**src/rtl/decode_queue_unit_if.sv**
```systemverilog
// Handshake bundle for decode_queue_unit.
//  Fetch side : in_valid/in_ready/instr/pc plus the flush redirect.
//  Execute side: out_valid/out_ready and the decoded control fields of the
//                head entry, plus the sticky halt flag and retired counter.
//  master: the environment (fetch latch + execute stage).
//  slave : the decode queue itself.
interface decode_queue_unit_if #(
    parameter int ADDR_W = 32,
    parameter int CNT_W  = 32
);
    logic              in_valid;
    logic              in_ready;
    logic [31:0]       instr;
    logic [ADDR_W-1:0] pc;
    logic              flush;
    logic              out_valid;
    logic              out_ready;
    logic [ADDR_W-1:0] out_pc;
    logic [4:0]        out_rs;
    logic [4:0]        out_rt;
    logic [4:0]        out_wsel;
    logic [4:0]        out_shamt;
    logic [31:0]       out_imm;
    logic [3:0]        out_aluctr;
    logic [1:0]        out_alusrc;
    logic              out_regwr;
    logic [1:0]        out_memtoreg;
    logic              out_dren;
    logic              out_dwen;
    logic              out_atomic;
    logic [1:0]        out_pcsrc;
    logic              out_halt;
    logic              halt;
    logic [CNT_W-1:0]  retired;

    modport master (
        output in_valid, instr, pc, flush, out_ready,
        input  in_ready, out_valid, out_pc, out_rs, out_rt, out_wsel,
               out_shamt, out_imm, out_aluctr, out_alusrc, out_regwr,
               out_memtoreg, out_dren, out_dwen, out_atomic, out_pcsrc,
               out_halt, halt, retired
    );

    modport slave (
        input  in_valid, instr, pc, flush, out_ready,
        output in_ready, out_valid, out_pc, out_rs, out_rt, out_wsel,
               out_shamt, out_imm, out_aluctr, out_alusrc, out_regwr,
               out_memtoreg, out_dren, out_dwen, out_atomic, out_pcsrc,
               out_halt, halt, retired
    );
endinterface

```
**src/rtl/decode_queue_unit.sv**
```systemverilog
// decode_queue_unit
//  Decodes fetched MIPS words into the full control bundle and buffers the
//  results in a DEPTH-entry FIFO between fetch and execute. Adds flush,
//  a sticky halt flag and a retired-instruction counter.
// Ports
//  CLK  : clock, all state on posedge
//  RST  : synchronous active-high reset
//  bus  : decode_queue_unit_if.slave (fetch handshake, head-entry fields,
//         flush, halt, retired)
// ALU encoding (aluop_t): SLL=0 SRL=1 ADD=2 SUB=3 AND=4 OR=5 XOR=6 NOR=7
//                         SLT=8 SLTU=9
// HALT is opcode 6'b111111.
module decode_queue_unit #(
    parameter int DEPTH  = 4,
    parameter int ADDR_W = 32,
    parameter int CNT_W  = 32
) (
    input logic CLK,
    input logic RST,
    decode_queue_unit_if.slave bus
);
    localparam int AW = $clog2(DEPTH);

    localparam logic [3:0] ALU_SLL  = 4'd0;
    localparam logic [3:0] ALU_SRL  = 4'd1;
    localparam logic [3:0] ALU_ADD  = 4'd2;
    localparam logic [3:0] ALU_SUB  = 4'd3;
    localparam logic [3:0] ALU_AND  = 4'd4;
    localparam logic [3:0] ALU_OR   = 4'd5;
    localparam logic [3:0] ALU_XOR  = 4'd6;
    localparam logic [3:0] ALU_NOR  = 4'd7;
    localparam logic [3:0] ALU_SLT  = 4'd8;
    localparam logic [3:0] ALU_SLTU = 4'd9;

    localparam logic [5:0] OP_RTYPE = 6'h00;
    localparam logic [5:0] OP_J     = 6'h02;
    localparam logic [5:0] OP_JAL   = 6'h03;
    localparam logic [5:0] OP_BEQ   = 6'h04;
    localparam logic [5:0] OP_BNE   = 6'h05;
    localparam logic [5:0] OP_ADDIU = 6'h09;
    localparam logic [5:0] OP_SLTI  = 6'h0A;
    localparam logic [5:0] OP_SLTIU = 6'h0B;
    localparam logic [5:0] OP_ANDI  = 6'h0C;
    localparam logic [5:0] OP_ORI   = 6'h0D;
    localparam logic [5:0] OP_XORI  = 6'h0E;
    localparam logic [5:0] OP_LUI   = 6'h0F;
    localparam logic [5:0] OP_LW    = 6'h23;
    localparam logic [5:0] OP_SW    = 6'h2B;
    localparam logic [5:0] OP_LL    = 6'h30;
    localparam logic [5:0] OP_SC    = 6'h38;
    localparam logic [5:0] OP_HALT  = 6'h3F;

    localparam logic [5:0] FN_SLL  = 6'h00;
    localparam logic [5:0] FN_SRL  = 6'h02;
    localparam logic [5:0] FN_JR   = 6'h08;
    localparam logic [5:0] FN_ADD  = 6'h20;
    localparam logic [5:0] FN_ADDU = 6'h21;
    localparam logic [5:0] FN_SUB  = 6'h22;
    localparam logic [5:0] FN_SUBU = 6'h23;
    localparam logic [5:0] FN_AND  = 6'h24;
    localparam logic [5:0] FN_OR   = 6'h25;
    localparam logic [5:0] FN_XOR  = 6'h26;
    localparam logic [5:0] FN_NOR  = 6'h27;
    localparam logic [5:0] FN_SLT  = 6'h2A;
    localparam logic [5:0] FN_SLTU = 6'h2B;

    typedef struct packed {
        logic [ADDR_W-1:0] pc;
        logic [4:0]        rs;
        logic [4:0]        rt;
        logic [4:0]        wsel;
        logic [4:0]        shamt;
        logic [31:0]       imm;
        logic [3:0]        aluctr;
        logic [1:0]        alusrc;
        logic              regwr;
        logic [1:0]        memtoreg;
        logic              dren;
        logic              dwen;
        logic              atomic;
        logic [1:0]        pcsrc;
        logic              is_halt;
    } entry_t;

    function automatic entry_t decode(input logic [31:0] w,
                                      input logic [ADDR_W-1:0] p);
        entry_t     e;
        logic [5:0] op;
        logic [5:0] fn;
        op       = w[31:26];
        fn       = w[5:0];
        e        = '0;
        e.pc     = p;
        e.rs     = w[25:21];
        e.rt     = w[20:16];
        e.shamt  = w[10:6];
        e.wsel   = w[20:16];
        e.aluctr = ALU_ADD;
        e.imm    = {{16{w[15]}}, w[15:0]};
        case (op)
            OP_RTYPE: begin
                e.wsel  = w[15:11];
                e.regwr = 1'b1;
                case (fn)
                    FN_SLL:  e.aluctr = ALU_SLL;
                    FN_SRL:  e.aluctr = ALU_SRL;
                    FN_ADD,
                    FN_ADDU: e.aluctr = ALU_ADD;
                    FN_SUB,
                    FN_SUBU: e.aluctr = ALU_SUB;
                    FN_AND:  e.aluctr = ALU_AND;
                    FN_OR:   e.aluctr = ALU_OR;
                    FN_XOR:  e.aluctr = ALU_XOR;
                    FN_NOR:  e.aluctr = ALU_NOR;
                    FN_SLT:  e.aluctr = ALU_SLT;
                    FN_SLTU: e.aluctr = ALU_SLTU;
                    FN_JR: begin
                        e.regwr = 1'b0;
                        e.pcsrc = 2'd1;
                    end
                    default: e.regwr = 1'b0;
                endcase
            end
            OP_J:   e.pcsrc = 2'd2;
            OP_JAL: begin
                e.pcsrc    = 2'd2;
                e.wsel     = 5'd31;
                e.regwr    = 1'b1;
                e.memtoreg = 2'd2;
            end
            OP_BEQ, OP_BNE: begin
                e.pcsrc  = 2'd3;
                e.aluctr = ALU_SUB;
            end
            OP_ADDIU: begin
                e.alusrc = 2'd1;
                e.regwr  = 1'b1;
            end
            OP_SLTI: begin
                e.alusrc = 2'd1;
                e.regwr  = 1'b1;
                e.aluctr = ALU_SLT;
            end
            OP_SLTIU: begin
                e.alusrc = 2'd1;
                e.regwr  = 1'b1;
                e.aluctr = ALU_SLTU;
            end
            OP_ANDI, OP_ORI, OP_XORI: begin
                e.alusrc = 2'd1;
                e.regwr  = 1'b1;
                e.imm    = {16'h0, w[15:0]};
                e.aluctr = (op == OP_ANDI) ? ALU_AND :
                           (op == OP_ORI)  ? ALU_OR  : ALU_XOR;
            end
            OP_LUI: begin
                e.alusrc = 2'd2;
                e.regwr  = 1'b1;
                e.imm    = {w[15:0], 16'h0};
            end
            OP_LW, OP_LL: begin
                e.alusrc   = 2'd1;
                e.regwr    = 1'b1;
                e.dren     = 1'b1;
                e.memtoreg = 2'd1;
                e.atomic   = (op == OP_LL);
            end
            OP_SW: begin
                e.alusrc = 2'd1;
                e.dwen   = 1'b1;
            end
            OP_SC: begin
                // SC writes its success flag back into rt from the memory side.
                e.alusrc   = 2'd1;
                e.regwr    = 1'b1;
                e.dwen     = 1'b1;
                e.memtoreg = 2'd1;
                e.atomic   = 1'b1;
            end
            OP_HALT: e.is_halt = 1'b1;
            default: ;
        endcase
        // The all-zero word is SLL $0,$0,0; never let it claim a write.
        if (w == 32'h0) e.regwr = 1'b0;
        return e;
    endfunction

    entry_t           mem [DEPTH];
    entry_t           dec;
    entry_t           head;
    logic [AW:0]      wr_ptr;
    logic [AW:0]      rd_ptr;
    logic             empty;
    logic             full;
    logic             halt_seen;
    logic             halt_q;
    logic [CNT_W-1:0] retired_q;
    logic             push;
    logic             pop;

    assign dec   = decode(bus.instr, bus.pc);
    assign empty = (wr_ptr == rd_ptr);
    assign full  = ((wr_ptr - rd_ptr) == (AW+1)'(DEPTH));

    // in_ready only looks at stored state, so a pop in the same cycle
    // does not free a slot until the next cycle.
    assign bus.in_ready  = !full && !halt_seen;
    assign bus.out_valid = !empty;

    // Flush wins over both handshakes.
    assign push = bus.in_valid && bus.in_ready && !bus.flush;
    assign pop  = bus.out_valid && bus.out_ready && !bus.flush;

    // Head fields read as zero while the queue is empty.
    assign head = empty ? '0 : mem[rd_ptr[AW-1:0]];

    always_ff @(posedge CLK) begin
        if (push) mem[wr_ptr[AW-1:0]] <= dec;
    end

    always_ff @(posedge CLK) begin
        if (RST) begin
            wr_ptr    <= '0;
            rd_ptr    <= '0;
            halt_seen <= 1'b0;
            halt_q    <= 1'b0;
            retired_q <= '0;
        end else if (bus.flush) begin
            // Drops any speculative HALT still in the queue; a retired
            // HALT (halt_q) survives.
            wr_ptr    <= '0;
            rd_ptr    <= '0;
            halt_seen <= 1'b0;
        end else begin
            if (push) begin
                wr_ptr <= wr_ptr + 1'b1;
                if (dec.is_halt) halt_seen <= 1'b1;
            end
            if (pop) begin
                rd_ptr    <= rd_ptr + 1'b1;
                retired_q <= retired_q + 1'b1;
                if (head.is_halt) halt_q <= 1'b1;
            end
        end
    end

    assign bus.out_pc       = head.pc;
    assign bus.out_rs       = head.rs;
    assign bus.out_rt       = head.rt;
    assign bus.out_wsel     = head.wsel;
    assign bus.out_shamt    = head.shamt;
    assign bus.out_imm      = head.imm;
    assign bus.out_aluctr   = head.aluctr;
    assign bus.out_alusrc   = head.alusrc;
    assign bus.out_regwr    = head.regwr;
    assign bus.out_memtoreg = head.memtoreg;
    assign bus.out_dren     = head.dren;
    assign bus.out_dwen     = head.dwen;
    assign bus.out_atomic   = head.atomic;
    assign bus.out_pcsrc    = head.pcsrc;
    assign bus.out_halt     = head.is_halt;
    assign bus.halt         = halt_q;
    assign bus.retired      = retired_q;
endmodule

```
**src/flat_wrapper.sv**
```systemverilog
// flat-port wrapper written by rule: the top's interface ports become plain ports
module decode_queue_unit_flat 
#(
    parameter int DEPTH  = 4,
    parameter int ADDR_W = 32,
    parameter int CNT_W  = 32
)
  (CLK, RST, bus_in_valid, bus_instr, bus_pc, bus_flush, bus_out_ready, bus_in_ready, bus_out_valid, bus_out_pc, bus_out_rs, bus_out_rt, bus_out_wsel, bus_out_shamt, bus_out_imm, bus_out_aluctr, bus_out_alusrc, bus_out_regwr, bus_out_memtoreg, bus_out_dren, bus_out_dwen, bus_out_atomic, bus_out_pcsrc, bus_out_halt, bus_halt, bus_retired);
  decode_queue_unit_if #(.ADDR_W(ADDR_W), .CNT_W(CNT_W)) bus_i ();
  input logic CLK;
  input logic RST;
  input wire logic [$bits(bus_i.in_valid)-1:0] bus_in_valid;
  input wire logic [$bits(bus_i.instr)-1:0] bus_instr;
  input wire logic [$bits(bus_i.pc)-1:0] bus_pc;
  input wire logic [$bits(bus_i.flush)-1:0] bus_flush;
  input wire logic [$bits(bus_i.out_ready)-1:0] bus_out_ready;
  output wire logic [$bits(bus_i.in_ready)-1:0] bus_in_ready;
  output wire logic [$bits(bus_i.out_valid)-1:0] bus_out_valid;
  output wire logic [$bits(bus_i.out_pc)-1:0] bus_out_pc;
  output wire logic [$bits(bus_i.out_rs)-1:0] bus_out_rs;
  output wire logic [$bits(bus_i.out_rt)-1:0] bus_out_rt;
  output wire logic [$bits(bus_i.out_wsel)-1:0] bus_out_wsel;
  output wire logic [$bits(bus_i.out_shamt)-1:0] bus_out_shamt;
  output wire logic [$bits(bus_i.out_imm)-1:0] bus_out_imm;
  output wire logic [$bits(bus_i.out_aluctr)-1:0] bus_out_aluctr;
  output wire logic [$bits(bus_i.out_alusrc)-1:0] bus_out_alusrc;
  output wire logic [$bits(bus_i.out_regwr)-1:0] bus_out_regwr;
  output wire logic [$bits(bus_i.out_memtoreg)-1:0] bus_out_memtoreg;
  output wire logic [$bits(bus_i.out_dren)-1:0] bus_out_dren;
  output wire logic [$bits(bus_i.out_dwen)-1:0] bus_out_dwen;
  output wire logic [$bits(bus_i.out_atomic)-1:0] bus_out_atomic;
  output wire logic [$bits(bus_i.out_pcsrc)-1:0] bus_out_pcsrc;
  output wire logic [$bits(bus_i.out_halt)-1:0] bus_out_halt;
  output wire logic [$bits(bus_i.halt)-1:0] bus_halt;
  output wire logic [$bits(bus_i.retired)-1:0] bus_retired;
  assign bus_i.in_valid = bus_in_valid;
  assign bus_i.instr = bus_instr;
  assign bus_i.pc = bus_pc;
  assign bus_i.flush = bus_flush;
  assign bus_i.out_ready = bus_out_ready;
  assign bus_in_ready = bus_i.in_ready;
  assign bus_out_valid = bus_i.out_valid;
  assign bus_out_pc = bus_i.out_pc;
  assign bus_out_rs = bus_i.out_rs;
  assign bus_out_rt = bus_i.out_rt;
  assign bus_out_wsel = bus_i.out_wsel;
  assign bus_out_shamt = bus_i.out_shamt;
  assign bus_out_imm = bus_i.out_imm;
  assign bus_out_aluctr = bus_i.out_aluctr;
  assign bus_out_alusrc = bus_i.out_alusrc;
  assign bus_out_regwr = bus_i.out_regwr;
  assign bus_out_memtoreg = bus_i.out_memtoreg;
  assign bus_out_dren = bus_i.out_dren;
  assign bus_out_dwen = bus_i.out_dwen;
  assign bus_out_atomic = bus_i.out_atomic;
  assign bus_out_pcsrc = bus_i.out_pcsrc;
  assign bus_out_halt = bus_i.out_halt;
  assign bus_halt = bus_i.halt;
  assign bus_retired = bus_i.retired;
  decode_queue_unit #(.DEPTH(DEPTH), .ADDR_W(ADDR_W), .CNT_W(CNT_W)) u_core (.CLK(CLK), .RST(RST), .bus(bus_i));
endmodule
```
**config.mk**
```make
export PLATFORM = sky130hd
export DESIGN_NAME = decode_queue_unit_flat
export DESIGN_NICKNAME = d
export VERILOG_FILES = /design/src/rtl/decode_queue_unit_if.sv /design/src/rtl/decode_queue_unit.sv /design/src/flat_wrapper.sv
export SDC_FILE = /design/constraint.sdc
export NUM_CORES = 1
export LEC_CHECK = 0
export CAP_MARGIN = 5
export CORE_MARGIN = 4
export CORE_UTILIZATION = 50
export DETAILED_ROUTE_END_ITERATION = 7
export HOLD_SLACK_MARGIN = 0.12
export PLACE_DENSITY = 0.72
export SLEW_MARGIN = 10
export SYNTH_ARGS = -nofsm -noshare
export SYNTH_HDL_FRONTEND = slang
export SYNTH_SLANG_ARGS = --single-unit
```
**constraint.sdc**
```tcl
create_clock -name CLK -period 5.5 [get_ports CLK]
set_input_delay 1.375 -clock CLK [delete_from_list [all_inputs] [get_ports CLK]]
set_output_delay 1.375 -clock CLK [all_outputs]
set_load 0.005 [all_outputs]
```
==> impl_results.md, run 1 <==
* Top FF cell, synth: edfxtp_1
* Routed wire length per instance at 21.9 µm
* Routed vias at 9794
* WHS Path Cells at 2
* Post-CTS Resized at 0
* RSZ-0062 raised after global routing: false
* Crit path DAT at 3130 ps
* Final hold vios at 0
* Sequential cell area fraction in the yosys report at 71.1%
* Max-Cap Viols at 0
* Min Tclk post-route at 4510 ps
* F_max at 222 MHz
* Share of the synthesized area in the top cell type at 66.4%
* Pre-Repair DR Iteration Count at 4
* Pin slew with the least headroom to its limit at 883 ps
* Number of buffers inserted by hold repair at cts at 0
* Final Util at 61.5%
* Clock skew at 17.0 ps
* Die Ht at 197 µm
* Setup ws final at 994 ps
* Area Overhead vs Synth at 21.9%
* Max clock buf depth at 3
* Power Density at 312 nW/µm²
* Worst hold path type: register to register
* Fin crit share at 81.9%
* Die area at 38900 µm²
* I/O Pins at 203
* Number of port buffers at 202
* GRT Total Usage at 19.4%
* First-pass GRT wire length at 58900 µm
* Worst Setup End Kind: primary output
* Setup TNS at 0 ps
* Die X at 197 µm
* Average cell area after synthesis at 17.6 µm²
* Mapped cell area at 17900 µm²
* Number of global-route vias before repair at 10100
* Hpwl dp at 23200 µm
* Leakage at 6.99 nW
* WP data required at 4120 ps
* Via/cell ratio at 5.70
* Synthesized flop and latch total at 438
* Max IR drop VDD at 0.000292 V
* Hold Slack at 470 ps
* CTS sink count at 438
* Synth area leader: edfxtp_1
* RePlAce Congestion at 0.792
* DP Worst Slack at 1290 ps
* Num CTS Buffers at 44
* Starting Density at 50.5%
* EDFF count, synth at 396
* Max Transition Viols Final at 0
* Synth async-reset ratio at 0%
* Remaining DRCs at 0
* Dominant cells by area after synthesis: edfxtp_1 (66%), mux4_2 (12%), dfxtp_1 (4.7%)
* Run status: finished clean
* Antenna Cells at 0
* Total Power at 0.00682 W
* Critical path type: register to primary output
* Post-CTS setup buffers at 0
* Post-Synthesis Net Count at 1093
* R2R depth at 5
* Iteration-0 DRC Markers at 625
* CTS tree: built
* Synth cell types at 57
* Crit-path max FO at 99
* Grt total ovfl at 0
* Largest net degree at the start of global routing at 100
* Final #Nets at 1297
* Slew HR at 41.2%
* Type of origin of the critical path: register
* DRT antenna net count at 0
* Endpoints failing setup at 0
* Share of layout cells above drive strength 1 at 16.4%
* H-tree levels at 2
* Clock Root Buffer: clkbuf_16
* Initial antenna violation count at 4
* Yosys warns at 0
* Core Rows at 69
* Post-synthesis cell count at 1016
* Later-pin clock latency in the skew report at 550 ps
* Routed Wire Length at 37700 µm
* Clock Pin Slew Worst Setup and Hold Paths at 60 ps
* Core area at 35500 µm²
area by class of cell:
type / instances / area, µm²
fillers: 2593 / 13600
flip-flops and latches: 438 / 12700
multi-input cells: 505 / 4890
repair buffers: 220 / 2220
clock buffers: 54 / 1140
well taps: 461 / 577
clock inverters: 28 / 233
inverters: 11 / 41.3
flip-flops by register name (all words and copies together), names as in the netlist, named ones only:
signal and count:
u_core.bus.halt 1, u_core.bus.retired 32, u_core.halt_seen 1, u_core.mem 396
u_core.rd_ptr 3, u_core.wr_ptr 3
metal layers:
layer	vias to the layer above	global-route usage (%)	routed length [µm]	part of all wire (%)
li1	4443	-	-	-
met1	5028	28.2	16700	44
met2	267	31.1	18200	48
met3	50	3.89	2120	5.6
met4	6	3.75	574	1.5
met5	-	0	46	0.12
worst paths after layout:
path	startpoint	to	slack, ps
max reg2reg	u_core.wr_ptr[2]$_SDFFE_PP0P_	u_core.mem[0][58]$_DFFE_PP_	2470
min reg2reg	u_core.bus.halt$_SDFFE_PP0P_	u_core.bus.halt$_SDFFE_PP0P_	470
min	u_core.bus.halt$_SDFFE_PP0P_	u_core.bus.halt$_SDFFE_PP0P_	470
max	u_core.wr_ptr[0]$_SDFFE_PP0P_	bus_out_imm[16]	990
critical path, cell delays in order (launching register included):
cell and delay [ps]:
dfxtp_1 370, inv_1 110, ha_1 340, nand2_1 260
or2_4 710, and2_1 260, clkdlybuf4s50_1 510
cell usage after synthesis, types with 4 or more instances:
master / count
a21o_1: 15
a21oi_1: 24
and2_1: 108
and4_1: 5
buf_1: 11
buf_2: 6
buf_6: 4
clkbuf_1: 41
dfxtp_1: 42
edfxtp_1: 396
ha_1: 8
inv_1: 11
mux2_2: 9
mux2i_1: 11
mux4_2: 99
nand2_1: 28
nand3_1: 12
nand4_1: 7
nor2_1: 24
nor2b_1: 28
nor3_1: 10
nor4_1: 15
o21ai_0: 14
o31ai_1: 11
or3_1: 11
or4_1: 12
xor2_1: 6
power breakdown:
part           leakage, nW  total (W)  internal [W]  switching [W]
combinational         2.39   0.000307      0.000148       0.000159
clock                0.672    0.00283       0.00162        0.00121
sequential            3.93    0.00368       0.00367      0.0000101
total                 6.99    0.00682       0.00544        0.00138
through the flow:
stage | cells | instance area (µm²)
finish | 1717 | 21800
floorplan | 1016 | 17900
global route | 1717 | 21800
global placement | 1635 | 20500
CTS | 1717 | 21800
detailed placement | 1635 | 20500
cells in the final DEF (no fill, tap or decap), types with 3 or more instances in the layout:
| cell | n |
|---|---|
| nor2_1 | 24 |
| nor2b_1 | 28 |
| nand4_1 | 7 |
| nor4_1 | 15 |
| ha_1 | 8 |
| or3_1 | 11 |
| clkbuf_16 | 44 |
| mux2i_1 | 11 |
| dfxtp_1 | 40 |
| and4_1 | 5 |
| bufinv_16 | 3 |
| a21oi_1 | 24 |
| inv_1 | 11 |
| mux2_2 | 9 |
| buf_12 | 5 |
| clkinv_1 | 12 |
| nor3_1 | 9 |
| and3_1 | 3 |
| a31oi_1 | 3 |
| nand2_1 | 28 |
| clkdlybuf4s50_1 | 202 |
| xor2_1 | 6 |
| and2_1 | 104 |
| o31ai_1 | 11 |
| clkinv_2 | 9 |
| mux4_2 | 99 |
| edfxtp_1 | 396 |
| a21o_1 | 15 |
| clkbuf_1 | 10 |
| o21ai_0 | 14 |
| o211ai_1 | 3 |
| buf_4 | 13 |
| and2_4 | 4 |
| nand3_1 | 12 |
| or4_1 | 12 |
kinds of logic (layout without fill, tap and decap cells):
| group | count (synthesis) | count (layout) | share of synthesized area (%) |
|---|---|---|---|
| XOR/XNOR | 9 | 9 | 0.482 |
| buffers and inverters | 73 | 313 | 1.74 |
| AND/OR/NAND/NOR | 280 | 280 | 9.26 |
| AO/OA/AOI/OAI | 89 | 89 | 3.22 |
| flip-flops | 438 | 438 | 71.1 |
| adder cells (fa/ha/maj) | 8 | 8 | 0.559 |
| multiplexers | 119 | 119 | 13.6 |
Power figures use the tool's default switching activity.
==> run 2, diff against run 1 <==
Clock period 5.5 ns to 4.7 ns, I/O delays scaled along.
==> impl_results.md, run 2 (synthesis results as in run 1) <==
* Die X at 197 µm (unchanged)
* Most frequent cells in the layout: edfxtp_1 (396), clkdlybuf4s50_1 (202), and2_1 (104), mux4_2 (99), clkbuf_16 (45)
* Max reg flops at 396 (unchanged)
* Max IR drop VDD at 0.000314 V (+7.6%)
* RePlAce Congestion at 0.784 (-0.93%)
* Worst Setup End Kind: primary output
* Iteration-0 DRC Markers at 727 (+16%)
* Post-CTS setup buffers at 0 (unchanged)
* Die Ht at 197 µm (unchanged)
* F_max at 233 MHz
* Later-pin clock latency in the skew report at 550 ps (about the same)
* Crit-path max FO at 43 (-57%)
* Setup ws final at 402 ps (-592 ps)
* DRT antenna net count at 0 (unchanged)
* CTS tree: built
* RSZ-0062 raised after global routing: false
* CTS sink count at 438 (unchanged)
* Min Tclk post-route at 4300 ps
* First-pass GRT wire length at 59900 µm (+1.7%)
* Run status: finished clean
* Remaining DRCs at 0 (unchanged)
* Worst hold path type: register to register
* Clock Pin Slew Worst Setup and Hold Paths at 60 ps (about the same)
* Slew HR at 20.6% (-21 points)
* Max-Cap Viols at 0 (unchanged)
* I/O Pins at 203 (unchanged)
* Critical path type: register to primary output
* Number of buffers inserted by hold repair at cts at 0 (unchanged)
* Number of port buffers at 202 (unchanged)
* Clock skew at 14.0 ps (-2.99 ps)
* Grt total ovfl at 0 (unchanged)
* WP data required at 3520 ps (-600 ps)
* DP Worst Slack at 830 ps (-461 ps)
* Via/cell ratio at 5.73 (+0.46%)
* Num CTS Buffers at 45 (+2.3%)
* Antenna Cells at 0 (unchanged)
* Core Rows at 69 (unchanged)
* Final #Nets at 1313 (+1.2%)
* Max clock buf depth at 3 (unchanged)
* GRT Total Usage at 19.9% (+0.51 points)
* Die area at 38900 µm² (unchanged)
* Fin area at 22000 µm² (+0.97%)
* Final hold vios at 0 (unchanged)
* Post-CTS Resized at 0 (unchanged)
* Core area at 35500 µm² (unchanged)
* Clock Root Buffer: clkbuf_16
* Endpoints failing setup at 0 (unchanged)
* Leakage at 7.11 nW (+1.8%)
* Power Density at 367 nW/µm² (+18%)
* Type of origin of the critical path: register
* Placed Area at 20600 µm² (+0.83%)
* Starting Density at 50.5% (unchanged)
* Area Overhead vs Synth at 23.1%
* Routed vias at 9925 (+1.3%)
* Setup TNS at 0 ps (unchanged)
* Initial antenna violation count at 3 (-1)
* Fin crit share at 91.4%
* Number of global-route vias before repair at 10100 (+0.60%)
* Routed wire length per instance at 22.5 µm (+2.5%)
* Pin slew with the least headroom to its limit at 1190 ps (+307 ps)
* Share of layout cells above drive strength 1 at 17.5% (+1.1 points)
* Most common cell after layout, fill and taps aside: edfxtp_1
* Max Transition Viols Final at 0 (unchanged)
* Pre-Repair DR Iteration Count at 5 (+1)
* Hpwl dp at 25100 µm (+8.3%)
* Routed Wire Length at 39000 µm (+3.4%)
* Crit path DAT at 3120 ps (about the same)
* Largest net degree at the start of global routing at 49 (-51%)
* H-tree levels at 2 (unchanged)
## run 2: cell count changes in the layout (fill, tap and decap cells not counted), sizes merged
cell      before  now
inv           13   15
clkinvlp       1    0
buf           18   33
bufinv         3    4
clkbuf        54   53
clkinv        22   21
## run 2: critical path, cell delays in order (launching register included)
cell	delay [ps]
dfxtp_1	380
inv_1	110
ha_1	330
nand2_1	250
or2_4	500
buf_4	320
and2_1	160
clkdlybuf4s50_1	510
## run 2: path summary, 6_finish.rpt
kind | startpoint | endpoint | slack [ps] | depth (start not counted)
max | u_core.wr_ptr[0]$_SDFFE_PP0P_ | bus_out_pc[26] | 400 | 7
min | u_core.bus.halt$_SDFFE_PP0P_ | u_core.bus.halt$_SDFFE_PP0P_ | 480 | 2
max reg2reg | u_core.wr_ptr[2]$_SDFFE_PP0P_ | u_core.mem[1][87]$_DFFE_PP_ | 1760 | 5
min reg2reg | u_core.bus.halt$_SDFFE_PP0P_ | u_core.bus.halt$_SDFFE_PP0P_ | 480 | 2
## run 2: final cells by class
| cell class | instances | area (µm²) |
|---|---|---|
| sequential | 438 | 12700 |
| multi-input combinational | 505 | 4880 |
| fill | 2574 | 13400 |
| tap | 461 | 577 |
| clock buffer | 53 | 1160 |
| clock inverter | 29 | 258 |
| inverter | 11 | 41.3 |
| timing repair buffer | 235 | 2390 |
## run 2: through the flow
step	power, W	instances	utilization, %	hold WS (ps)
2_1_floorplan	0.00456	1016	-	460
3_3_place_gp	0.00475	1650	58.1	457
3_5_place_dp	0.00476	1650	58.1	470
4_1_cts	0.00817	1732	62.1	485
5_1_grt	0.00836	1732	62.1	525
6_report	0.00810	1732	62.1	477
## run 2: where the power goes
part,internal (W),leakage (nW),switching [W]
logic,0.000179,2.48,0.000187
registers,0.00430,3.93,0.0000129
clock network,0.00199,0.700,0.00144
total,0.00646,7.11,0.00164
## run 2: per-layer routing
layer  routed length [µm]  GRT usage [%]
met3                 2590           4.18
met1                16500           27.6
met4                  648           4.42
met5                   47              0
met2                19200           33.0
==> RTL change 1: new RTL, config.mk and constraints of run 1 <==
Make the reset (`RST`) asynchronous in one clocked block. Comments in the files are not updated.
--- a/src/rtl/decode_queue_unit.sv
+++ b/src/rtl/decode_queue_unit.sv
@@ -220,3 +220,3 @@
 
-    always_ff @(posedge CLK) begin
+    always_ff @(posedge CLK or posedge RST) begin
         if (RST) begin
Formal check against the unedited RTL: differs if RST is asserted again (counterexample within 4 cycles, from zero or initial values and one cycle with RST high); with RST held inactive, the same outputs for 4 cycles.
==> RTL change 1 against run 1 <==
Sequential cell count decreased by 2. Worst hold slack better by 0.010 ns. Design area shrank 0.64%. Area after synthesis decreased by 1.0%. Worst setup slack improved by 0.12 ns. Non-clock buffer count rose by 1. Highest routed layer unchanged. Routed wire length up 0.38%. Critical path type unchanged.
Power is not compared: it rests on default switching activity, and its combinational part moved more than twofold at a synthesized area within 25%.
==> RTL change 1: results (changes against run 1) <==
{| class="wikitable"
! Metric !! Value
|-
| Measured slew at the worst slew-check pin || 1.22 ns (+0.336 ns)
|-
| Placed wire-length estimate || 23000 um (-0.94%)
|-
| Multiplexer fraction of the synthesized cell area || 13.0% (-0.61 points)
|-
| Share of synthesized cell area in full adder, half adder and majority cells || 0.565% (+0.0058 points)
|-
| Final wirelength || 37800 um (+0.38%)
|-
| Vias || 9426 (-3.8%)
|-
| TritonCTS Buffers || 45 (+2.3%)
|-
| Netlist cell types || 56 (-1.8%)
|-
| Maximum clock skew at final layout || 0.0168 ns (-0.000224 ns)
|-
| Result of the run || complete, no violations
|-
| Most frequent cells after synthesis || 396 x edfxtp_1, 121 x nor2b_1, 99 x mux4_2
|-
| Number of design-rule violations left by the first detailed-router iteration || 657 (+5.1%)
|-
| Worst R2R Setup Slack || 2.71 ns (+0.24 ns)
|-
| Number of instances in the placed design || 1574 (-3.7%)
|-
| Synth Net Count || 1026 (-6.1%)
|-
| Async S/R FF share, synth || 9.17% (+9.2 points)
|-
| Synth Area in XOR/XNOR || 1.78% (+1.3 points)
|-
| Fraction of final layout cells sized beyond drive strength 1 || 16.0% (-0.39 points)
|-
| Via count of the first global-routing pass || 9695 (-3.8%)
|-
| Startpoint of the most critical hold path || u_core.bus.retired[31]
|-
| Worst hold margin || 0.481 ns (+0.0104 ns)
|-
| Wire length of the first global-routing pass || 57700 um (-2.1%)
|-
| Maximum net fanout on the critical path || 22 (-78%)
|-
| Clock period minus worst slack || 4.38 ns (-0.123 ns)
|-
| Post-synthesis compound-gate area fraction || 2.02% (-1.2 points)
|-
| 1st-pass router iterations || 5 (+1)
|-
| Maximum number of pins on one net before global-route repair || 102 (+2.0%)
|-
| Routability congestion estimate || 0.784 (-1.0%)
|-
| Antenna violations before repair || 5 (+1)
|-
| Average cell area after synthesis || 18.7 um2 (+6.0%)
|-
| Met2 Use GR || 32.0% (+0.90 points)
|}
## RTL change 1: cell count changes in the layout (fill, tap and decap cells not counted), sizes merged, moves of 12 or more
cell	change
a21oi	-19
and2	-105
dfrtp	+40
dfxtp	-42
nand4	+12
nor2b	+93
or4	-12
xnor2	+23
## RTL change 1: kinds of logic after synthesis
kind of cell | after synthesis
xor gates and xnor gates | 36
adders and majority gates | 8
AOI/OAI and AO/OA | 50
muxes | 106
and+or+nand+nor | 247
DFF | 436
buffers and inverters | 66
## RTL change 1: power groups by stage
stage          clock (mW)  combinational [mW]  sequential, mW
2_1_floorplan           0                1.57            3.97
3_3_place_gp            0                3.11            3.97
3_5_place_dp            0                3.11            3.98
4_1_cts              2.84                3.14            3.91
5_1_grt              2.97                3.30            3.93
6_report             2.77                3.06            3.91
## RTL change 1: routing by layer
metal	part of all wire, %	vias up
met3	7.1	49
li1	-	4193
met2	49	317
met1	42	4863
met4	1.5	4
met5	0.071	-
## RTL change 1: layout make-up
class / instances / area [um2]
inverter: 15 / 56.3
fill: 2505 / 13000
multi-input combinational: 447 / 4590
clock inverter: 25 / 153
sequential: 436 / 12900
clock buffer: 55 / 1180
tap: 455 / 569
timing repair buffer: 221 / 2240
antenna: 1 / 2.50
## RTL change 1: path summary, 6_finish.rpt
check | depth (start not counted) | end
min reg2reg | 1 | u_core.bus.retired[31]
min | 1 | u_core.bus.retired[31]
max in group asynchronous | 3 | u_core.rd_ptr[0]
min in group asynchronous | 3 | u_core.bus.retired[16]
max reg2reg | 7 | u_core.mem[1][33]
max | 7 | bus_out_halt
## RTL change 1: worst max-delay path: stages (launching register included)
cell             delay (ns)
dfrtp_1                0.39
inv_1                  0.11
ha_1                   0.30
nand2_1                0.16
nor2_4                 0.51
buf_4                  0.40
nor2b_1                0.13
clkdlybuf4s50_1        0.46
==> RTL change 2: new RTL, config.mk and constraints of run 1 <==
Without the edit above. `DEPTH` is set to 4 in 2 places; all go to 2.
--- a/src/rtl/decode_queue_unit.sv
+++ b/src/rtl/decode_queue_unit.sv
@@ -13,3 +13,3 @@
 module decode_queue_unit #(
-    parameter int DEPTH  = 4,
+    parameter int DEPTH  = 2,
     parameter int ADDR_W = 32,
--- a/src/flat_wrapper.sv
+++ b/src/flat_wrapper.sv
@@ -3,3 +3,3 @@
 #(
-    parameter int DEPTH  = 4,
+    parameter int DEPTH  = 2,
     parameter int ADDR_W = 32,
Check against the original RTL: not equivalent (a bounded check fails within 4 cycles, from zero or initial values and one cycle with RST high).
==> RTL change 2 against run 1 <==
Total power decreased by 43%. Combinational power decreased by 14%. Area after synthesis decreased by 44%. Worst setup slack improved by 0.18 ns. Design area decreased by 40%. Sequential cell count decreased by 201. Routed wire length decreased by 39%. Largest power group unchanged.
==> RTL change 2: results (changes against run 1) <==
{| class="wikitable"
! Metric !! Value
|-
| DP Worst Slack || 1.60 ns (+0.313 ns)
|-
| Most frequent cells after synthesis || 198 x edfxtp_1, 138 x nor2_1, 106 x mux2i_1
|-
| Switching part of the total power || 20.5% (+0.28 points)
|-
| Placed wire-length estimate || 15100 um (-35%)
|-
| Slew HR || 39.7% (-1.4 points)
|-
| Type of the most critical hold path || reg2reg
|-
| Leakage power figure || 4.33 nW (-38%)
|-
| TritonCTS Buffers || 25 (-43%)
|-
| Antenna violations before repair || 0 (-4)
|-
| Clock network fraction of design power || 42.1% (+0.6 points)
|-
| Netlist cell types || 50 (-12%)
|-
| Maximum net fanout on the critical path || 36 (-64%)
|-
| WP data arrival || 2.95 ns (-0.18 ns)
|-
| Maximum clock skew at final layout || 0.00730 ns (-0.00971 ns)
|-
| Peak supply drop || 245 uV (-16%)
|-
| Final wirelength || 22800 um (-39%)
|-
| Number of design-rule violations left by the first detailed-router iteration || 396 (-37%)
|-
| Routability congestion estimate || 0.787 (-0.52%)
|-
| 1st-pass router iterations || 5 (+1)
|-
| Worst-path cell with the longest stage delay || nor2_4
|-
| Synth Net Count || 823 (-25%)
|-
| Tot GR Track Use || 20.1% (+0.76 points)
|-
| Number of flops mapped to enable cells by yosys || 198 (-50%)
|-
| Number of nets at the end of the flow || 1023 (-21%)
|-
| Depth of the CTS H-tree || 1 (-1)
|-
| Vias || 6597 (-33%)
|-
| CP top delay family || buffers and inverters
|-
| Dominant cells by area after synthesis || edfxtp_1 60%, mux2i_1 11%, dfxtp_1 7.8%
|-
| Clk_lat worst skew || 0.52 ns (-0.03 ns)
|-
| Number of flip-flops in the largest register || 198 (-50%)
|-
| Sequential element share of the synthesized area || 67.4% (-3.7 points)
|-
| Result of the run || complete, no violations
|-
| Fill count || 1469 (-43%)
|-
| Sequential share of power || 51.2% (-2.8 points)
|}
[RTL change 2: layout make-up]
| cell class | instances | share of cell area [%] |
|---|---|---|
| flip-flops and latches | 237 | 51.2 |
| clock inverters | 11 | 0.800 |
| multi-input cells | 471 | 23.7 |
| repair buffers | 213 | 16.2 |
| diodes | 1 | 0.0191 |
| inverters | 5 | 0.143 |
| well taps | 265 | 2.52 |
| clock buffers | 34 | 5.40 |
[RTL change 2: logic make-up (layout without fill, tap and decap cells)]
kind of cell	count (synthesis)	count (layout)	synth area share, %
AO/OA/AOI/OAI	67	67	4.44
XOR/XNOR	29	29	2.62
adder cells (fa/ha/maj)	1	1	0.125
buffers and inverters	45	263	1.73
flip-flops	237	237	67.4
multiplexers	106	106	10.6
other	0	1	0
AND/OR/NAND/NOR	268	268	13.1
[RTL change 2: per-stage QoR]
stage / total power [mW] / hold slack (ns) / cell area (um2) / std cells
floorplan: 2.16 / 0.474 / 9990 / 753
global placement: 2.30 / 0.465 / 12300 / 1191
detailed placement: 2.31 / 0.474 / 12300 / 1191
CTS: 3.95 / 0.487 / 13100 / 1236
global route: 4.06 / 0.509 / 13100 / 1236
finish: 3.92 / 0.484 / 13100 / 1237
[RTL change 2: final timing paths]
| check | from | cells after the start | endpoint | slack (ns) |
|---|---|---|---|---|
| worst min-delay path | u_core.bus.halt | 1 | u_core.bus.halt | 0.48 |
| worst max-delay path | u_core.wr_ptr[0] | 5 | bus_out_pc[14] | 1.17 |
| worst max register to register | u_core.wr_ptr[0] | 4 | u_core.mem[1][22] | 2.75 |
| worst min register to register | u_core.bus.halt | 1 | u_core.bus.halt | 0.48 |
[RTL change 2: per-layer routing]
metal,global-route usage (%),wire (um),share of wire [%]
met1,28.4,10000,44
met2,32.5,10800,47
met3,4.44,1730,7.6
met4,4.12,254,1.1
met5,0,0,0
